**config.mk**
```make
export PLATFORM = sky130hd
export DESIGN_NAME = irq_controller
export DESIGN_NICKNAME = d
export VERILOG_FILES = /design/src/rtl/irq_controller.sv
export SDC_FILE = /design/constraint.sdc
export NUM_CORES = 1
export LEC_CHECK = 0
export ABC_AREA = 1
export CAP_MARGIN = 25
export CORE_UTILIZATION = 40
export CTS_CLUSTER_DIAMETER = 200
export DETAILED_ROUTE_END_ITERATION = 7
export GPL_TIMING_DRIVEN = 1
export PLACE_DENSITY = 0.65
export SETUP_SLACK_MARGIN = 0.02
export SYNTH_ARGS = -nofsm -noshare
export SYNTH_HDL_FRONTEND = slang
export SYNTH_SLANG_ARGS = --single-unit
```
**constraint.sdc**
```tcl
create_clock -name clk -period 3.65 [get_ports clk]
set_input_delay 0.73 -clock clk [delete_from_list [all_inputs] [get_ports clk]]
set_output_delay 0.73 -clock clk [all_outputs]
set_load 0.05 [all_outputs]
```
**src/rtl/irq_controller.sv**
```systemverilog
// ----------------------------------------------------------------------------
// irq_controller
// Collects 16 asynchronous interrupt lines and selects the lowest-index
// pending, unmasked request. It injects that request into the PC unit only in
// cycles where the front end can take it safely. No further request is
// injected until the service routine returns and a short holdoff has elapsed.
//
// Ports
//   clk            rising-edge clock
//   rst            asynchronous active-low reset
//   irq_in[15:0]   asynchronous interrupt requests, rising-edge sensitive
//   hazard         pipeline stall from CPU
//   branch_hazard  branch suppression from CPU
//   p_cache_miss   program cache miss in progress
//   branch_active  jmp/call/ret/taken-brx resolving this cycle
//   reti           one-cycle return-from-interrupt pulse from decoder
//   interrupt      one-cycle request to PC (combinational)
//   int_addr[3:0]  latched vector index; PC jumps to {int_addr,0}
//   cfg_we         configuration write strobe
//   cfg_addr[1:0]  0 MASK, 1 PENDING (W1C), 2 CTRL (bit0 GIE), 3 STATUS (RO)
//   cfg_wdata      configuration write data
//   cfg_rdata      configuration read data, combinational from cfg_addr
//
// state      | meaning
// -----------+-------------------------------------------------------------
// ST_IDLE    | nothing armed; arm on the next valid candidate
// ST_ARMED   | id latched; wait for a safe cycle, abort if request vanishes
// ST_SERVICE | handler running; wait for reti
// ST_HOLD    | post-reti holdoff so the return target can be fetched
// ----------------------------------------------------------------------------
module irq_controller #(
   parameter int SYNC_STAGES = 2,
   parameter int HOLDOFF     = 2
) (
   input  logic        clk,
   input  logic        rst,
   input  logic [15:0] irq_in,
   input  logic        hazard,
   input  logic        branch_hazard,
   input  logic        p_cache_miss,
   input  logic        branch_active,
   input  logic        reti,
   output logic        interrupt,
   output logic [3:0]  int_addr,
   input  logic        cfg_we,
   input  logic [1:0]  cfg_addr,
   input  logic [15:0] cfg_wdata,
   output logic [15:0] cfg_rdata
);

   localparam int CW = (HOLDOFF < 2) ? 1 : $clog2(HOLDOFF + 1);

   typedef enum logic [1:0] {
      ST_IDLE,
      ST_ARMED,
      ST_SERVICE,
      ST_HOLD
   } state_t;

   state_t          state_q, state_d;
   logic [CW-1:0]   cnt_q, cnt_d;
   logic [15:0]     sync_q [SYNC_STAGES];
   logic [15:0]     irq_prev_q;
   logic [15:0]     irq_rise;
   logic [15:0]     mask_q;
   logic [15:0]     pending_q, pending_d;
   logic            gie_q;
   logic [15:0]     cand;
   logic [3:0]      cand_id;
   logic            valid;
   logic            still_valid;
   logic            safe;
   logic            arm;
   logic            fire;
   logic [15:0]     w1c;

   // input synchronizers and edge detect
   always_ff @(posedge clk or negedge rst) begin
      if (!rst) begin
         for (int i = 0; i < SYNC_STAGES; i++) sync_q[i] <= '0;
         irq_prev_q <= '0;
      end else begin
         sync_q[0] <= irq_in;
         for (int i = 1; i < SYNC_STAGES; i++) sync_q[i] <= sync_q[i-1];
         irq_prev_q <= sync_q[SYNC_STAGES-1];
      end
   end

   assign irq_rise = sync_q[SYNC_STAGES-1] & ~irq_prev_q;

   // lowest index wins: scan downward so the last hit is the lowest set bit
   assign cand = pending_q & mask_q;
   always_comb begin
      cand_id = 4'd0;
      for (int i = 15; i >= 0; i--) begin
         if (cand[i]) cand_id = 4'(i);
      end
   end

   assign valid       = gie_q & (|cand);
   assign still_valid = gie_q & mask_q[int_addr] & pending_q[int_addr];
   assign safe        = ~hazard & ~branch_hazard & ~p_cache_miss & ~branch_active;

   always_ff @(posedge clk or negedge rst) begin
      if (!rst) begin
         state_q <= ST_IDLE;
         cnt_q   <= '0;
      end else begin
         state_q <= state_d;
         cnt_q   <= cnt_d;
      end
   end

   always_comb begin
      state_d = state_q;
      cnt_d   = cnt_q;
      arm     = 1'b0;
      fire    = 1'b0;
      unique case (state_q)
         ST_IDLE: begin
            if (valid) begin
               arm     = 1'b1;
               state_d = ST_ARMED;
            end
         end
         ST_ARMED: begin
            if (!still_valid) begin
               state_d = ST_IDLE;
            end else if (safe) begin
               fire    = 1'b1;
               state_d = ST_SERVICE;
            end
         end
         ST_SERVICE: begin
            if (reti) begin
               if (HOLDOFF == 0) begin
                  state_d = ST_IDLE;
               end else begin
                  cnt_d   = CW'(HOLDOFF);
                  state_d = ST_HOLD;
               end
            end
         end
         ST_HOLD: begin
            // leave as the count reaches zero, giving exactly HOLDOFF cycles here
            cnt_d = cnt_q - 1'b1;
            if (cnt_q <= CW'(1)) state_d = ST_IDLE;
         end
         default: state_d = ST_IDLE;
      endcase
   end

   assign interrupt = fire;

   // pending: W1C first, then edge set, then the fire clear overrides both
   assign w1c = (cfg_we && cfg_addr == 2'd1) ? cfg_wdata : 16'h0000;

   always_comb begin
      pending_d = (pending_q & ~w1c) | irq_rise;
      if (fire) pending_d[int_addr] = 1'b0;
   end

   always_ff @(posedge clk or negedge rst) begin
      if (!rst) begin
         mask_q    <= '0;
         gie_q     <= 1'b0;
         pending_q <= '0;
         int_addr  <= '0;
      end else begin
         pending_q <= pending_d;
         if (arm) int_addr <= cand_id;
         if (cfg_we && cfg_addr == 2'd0) mask_q <= cfg_wdata;
         if (cfg_we && cfg_addr == 2'd2) gie_q  <= cfg_wdata[0];
      end
   end

   always_comb begin
      cfg_rdata = 16'h0000;
      unique case (cfg_addr)
         2'd0: cfg_rdata = mask_q;
         2'd1: cfg_rdata = pending_q;
         2'd2: cfg_rdata = {15'h0000, gie_q};
         2'd3: cfg_rdata = {8'h00, int_addr, 2'b00,
                            state_q == ST_ARMED, state_q == ST_SERVICE};
         default: cfg_rdata = 16'h0000;
      endcase
   end

endmodule

```
# Word-level counts from Yosys, hierarchy flattened
# Index checks and enable logic that the tools add are counted.
# totals
ff_bits	89
inputBits	42
output_inout_bits	21
word_cells	89
# op_classes
add_sub_neg	1
n_lt_le_gt_ge	3
eq_ne	10
muxes	38
bitwise	18
reduce_logical	10
# ops
cell	count
$and 16x16->16	4
$mux 4	16
$pmux 16 s4	1
$not 16->16	3
$mux 16	2
$or 16x16->16	1
$reduce_or 16->1	1
$mux 2	6
$bmux 1 s4	2
$eq 2x2->1 const B	4
$mux 1	8
$pmux 2 s4	1
$and 1x1->1	6
$ne 2x2->1 const B	3
$lt 4x5->1 const B	1
$demux 1 s4	1
$eq 2x1->1 const B	2
$ge 4x1->1 const B	1
$logic_and 1x1->1	4
$logic_not 2->1	2
$not 1->1	4
$pmux 2 s2	1
$reduce_and 4->1	1
$ne 3x3->1 const B	1
4 further kinds	4

# Depth between registers and ports, before layout
# logic_depth
ltp_word	17
mapped_depth	18
ltp_nobuf	18

# Worst setup path after synthesis
# OpenSTA, ideal clock, no wires.
# synth_path
path_kind	in2out
start	input port cfg_addr[1]
end	output port cfg_rdata[12]
t_arrival_ps	2382
required_ps	2920
setup_slack_ps	538
cell_stages	3
n_path_buf	0
cell_sequence	nor2_1 -> inv_1 -> o21ai_0
# synth_between
elab_chain_len	2
word_cells_on_any_way	5
classes_between	eq/ne: 3; mux: 1; reduce/logical: 1
# synth_rtl
item	line	source
start, declared	46	input logic [1:0] cfg_addr,
$eq 2x2->1, or another cell as far along	179	unique case (cfg_addr)
$pmux 16 s4 *	179	
end, declared	48	output logic [15:0] cfg_rdata
# Mark *: on every way between the ends. The rest lies on a longest branch, timed or not.

# Final worst setup path
# layout_path
start	register int_addr[0]
end	output port interrupt
# layout_between
elab_chain_len	6
word_cells_on_any_way	8
classes_between	mux: 6; bitwise: 2
# layout_rtl
item	line	source
start, declared	44	output logic [3:0] int_addr,
start signal, assigned	171	if (arm) int_addr <= cand_id;
$bmux 1 s4	101	assign still_valid = gie_q & mask_q[int_addr] & pending_q[int_addr];
$mux 1 (not written as such)	101	
$and 1x1->1	101	
$and 1x1->1 *	101	
$mux 1 *	127	if (!still_valid) begin
$mux 1 *	119	unique case (state_q)
end, declared	43	output logic interrupt,
# Mark *: on every way between the ends. The rest lies on a longest branch, timed or not. The select of a mux whose other input is x is not followed.

==> key figures <==
Timing
  – Rel. slew slack: 0.389
  – WHS: ~0.35 ns
  – Slew at the pin closest to its max-slew limit: between 0.9 and 1 ns
  – Pins Over Slew Limit: 0
  – Period utilisation layout: 0.884
  – Min cycle time layout: 3.22 ns
  – Final setup vio count: 0
  – RSZ-0062 raised after global routing: false
  – Setup TNS: 0 ns
  – Setup Skew: around 0.0069 ns
  – Max Freq: slightly above 300 MHz
  – Final Hold Fails: 0

Floorplanning
  – Die area: 10000 µm²
  – Boundary Pins: 63
  – Die X: 100 µm
  – Core area: 9280 µm²
  – Starting Density: 0.415
  – Rows: 35
  – Die Y-Extent: around 100 µm

Flow run
  – Max Cap Viol: 0

Clock tree
  – Clock-pin slew on the worst setup and hold paths: around 0.090 ns
  – Post-CTS setup buffers: 0
  – Clock Path Buffers: 2
  – Clock Sinks: 89
  – CTS tree: yes
  – Cts bufs inserted: 9
  – Root cell of the clock tree: clkbuf_8
  – Post-CTS sizing: 0
  – Worst skew pair latency: about 0.36 ns
  – # hold bufs at CTS: 0
  – H-tree depth: 3

Synth
  – Warnings, synthesis: 0
  – Register area share after synthesis: 0.578
  – Mapped Cells: around 440
  – Yosys cell types: 33
  – Syn nets: 480
  – Synth Register Bits: between 80 and 90
  – Async set or reset register ratio after synthesis: 1.00
  – Top_reg_cell synth: dfrtp_1
  – Syn_area_per_cell: approximately 9 µm²
  – Post-Syn Area: 3850 µm²
  – Number of flops mapped to enable cells by yosys: 0

Global route
  – Via count of the first global-routing pass: 3168
  – First-pass GRT wire length: between 15 and 20 mm
  – Initial antenna violation count: 0
  – Total global routing overflow: 0
  – Largest net degree at the start of global routing: 56
  – Gr usage total: 0.200

Pwr
  – Cell Pwr Density: 564 nW/µm²
  – Leak Pwr: approximately 0.0024 µW
  – VDD IR max: 245 µV

Outcome
  – Status: complete, no violations

Routing
  – # DRC: 0
  – Drt pass-1 iters: 5
  – 1st-iter DRT viols: between 200 and 250
  – Vias: between 3000 and 4000
  – Via density: roughly 5.0
  – Post-Route WL: 9.17 mm
  – Avg WL per Cell: between 10 and 15 µm
  – Routed Antenna Nets: 0

Layout
  – ANT cells: 0
  – Syn-to-layout area delta: 28.5%
  – Final-stage net count: 550
  – Layout cells sized above 1: 0.105

Critical path
  – Critical Path End Type: output port
  – CP Class: reg -> out
  – CP required: about 3 ns
  – Crit Path Max Fanout: 17
  – Crit start category: flip-flop
  – Crit path DAT: between 2 and 2.5 ns

Worst hold path
  – Worst min path class: reg -> reg

Placement
  – Gpl congestion: 0.953
  – I/O Buffers: 62
  – DP Wirelength: ~6.6 mm
-- through the flow --
stage | total power [µW] | area (µm²) | worst slack (ns) | cells | util
global route | 2960 | 4950 | 0.341 | 641 | 0.533
global placement | 2150 | 4770 | 0.662 | 625 | 0.514
floorplan | 1790 | 3850 | 0.538 | 437 | -
detailed placement | 2180 | 4770 | 0.693 | 625 | 0.514
finish | 2790 | 4950 | 0.425 | 641 | 0.533
CTS | 2810 | 4950 | 0.474 | 641 | 0.533
-- final cells by class --
type / count / area [µm²]
clock inverters: 5 / 37.5
flip-flops and latches: 89 / 2230
inverters: 76 / 285
fillers: 867 / 4340
clock buffers: 11 / 141
multi-input cells: 265 / 1290
well taps: 129 / 161
repair buffers: 66 / 806
-- cells in the final DEF (no fill, tap or decap), drive strengths merged --
cell / n
a21boi: 1
a21oi: 3
a22o: 2
a22oi: 3
a31oi: 1
a32oi: 1
buf: 22
clkbuf: 11
clkdlybuf4s50: 44
clkinv: 1
clkinvlp: 2
dfrtp: 89
ha: 1
inv: 78
nand2: 115
nand3: 26
nand4: 2
nor2: 21
nor3: 1
nor4: 1
o211ai: 2
o21ai: 70
o221ai: 1
o22ai: 13
o31ai: 1
-- routing by layer --
| layer | global-route usage | vias to the layer above | share of wire |
|---|---|---|---|
| met1 | 0.257 | 1500 | 0.42 |
| met4 | 0.105 | 0 | 0.030 |
| met3 | 0.0460 | 29 | 0.068 |
| li1 | - | 1549 | - |
| met5 | 0 | - | 0 |
| met2 | 0.319 | 136 | 0.48 |
-- worst max-delay path, stage by stage (launching register included) --
cell     delay, ns
dfrtp_1       0.60
nor2_4        0.13
inv_2         0.16
o22ai_1       0.09
o21ai_1       0.28
nand3_2       0.13
nor2_4        0.16
nand2_4       0.08
nor2_8        0.23
buf_4         0.26
-- synth_stat cells (2+ instances only) --
| cell | number | area, µm² |
|---|---|---|
| nand2_2 | 2 | 12.5 |
| a21oi_1 | 3 | 15.0 |
| o21ai_1 | 6 | 30.0 |
| clkbuf_1 | 5 | 18.8 |
| o22ai_1 | 13 | 81.3 |
| o211ai_1 | 2 | 15.0 |
| dfrtp_1 | 89 | 2230 |
| a22oi_1 | 3 | 22.5 |
| inv_2 | 5 | 18.8 |
| nor2_1 | 17 | 63.8 |
| inv_1 | 71 | 267 |
| nand3_2 | 2 | 20.0 |
| nand3_1 | 24 | 120 |
| nor2_4 | 3 | 33.8 |
| nand2_1 | 112 | 420 |
| o21ai_0 | 63 | 315 |
-- final timing paths --
| kind | from | endpoint | slack, ns | cells past startpoint |
|---|---|---|---|---|
| worst max-delay path | int_addr[0]$_DFFE_PN0P_ | interrupt | 0.43 | 9 |
| worst min-delay path | sync_q[31]$_DFF_PN0_ | sync_q[15]$_DFF_PN0_ | 0.35 | 0 |
| worst max register to register | int_addr[0]$_DFFE_PN0P_ | pending_q[0]$_DFF_PN0_ | 1.43 | 11 |
| worst min register to register | sync_q[31]$_DFF_PN0_ | sync_q[15]$_DFF_PN0_ | 0.35 | 0 |
| max in group asynchronous | rst | async pin | 2.51 | 2 |
| min in group asynchronous | rst | sync_q[13]$_DFF_PN0_ | 0.39 | 1 |
-- flip-flops by register name (all words and copies together), names as in the netlist, named ones only --
signal / count
gie_q: 1
state_q: 1
pending_q: 16
mask_q: 16
int_addr: 4
irq_prev_q: 16
sync_q: 32
cnt_q: 2
-- cells by family (layout without fill, tap and decap cells) --
family | Yosys count | in the layout | share of synthesized area
DFF | 89 | 89 | 0.578
adders and majority gates | 1 | 1 | 0.00325
AOI/OAI and AO/OA | 98 | 98 | 0.142
buffers and inverters | 83 | 158 | 0.0864
and+or+nand+nor | 166 | 166 | 0.190
-- where the power goes --
group / internal [µW] / switching (µW)
clock: 270 / 358
sequential: 1090 / 127
combinational: 336 / 607
total: 1700 / 1090
No activity file was read; power rests on OpenSTA's default activity.
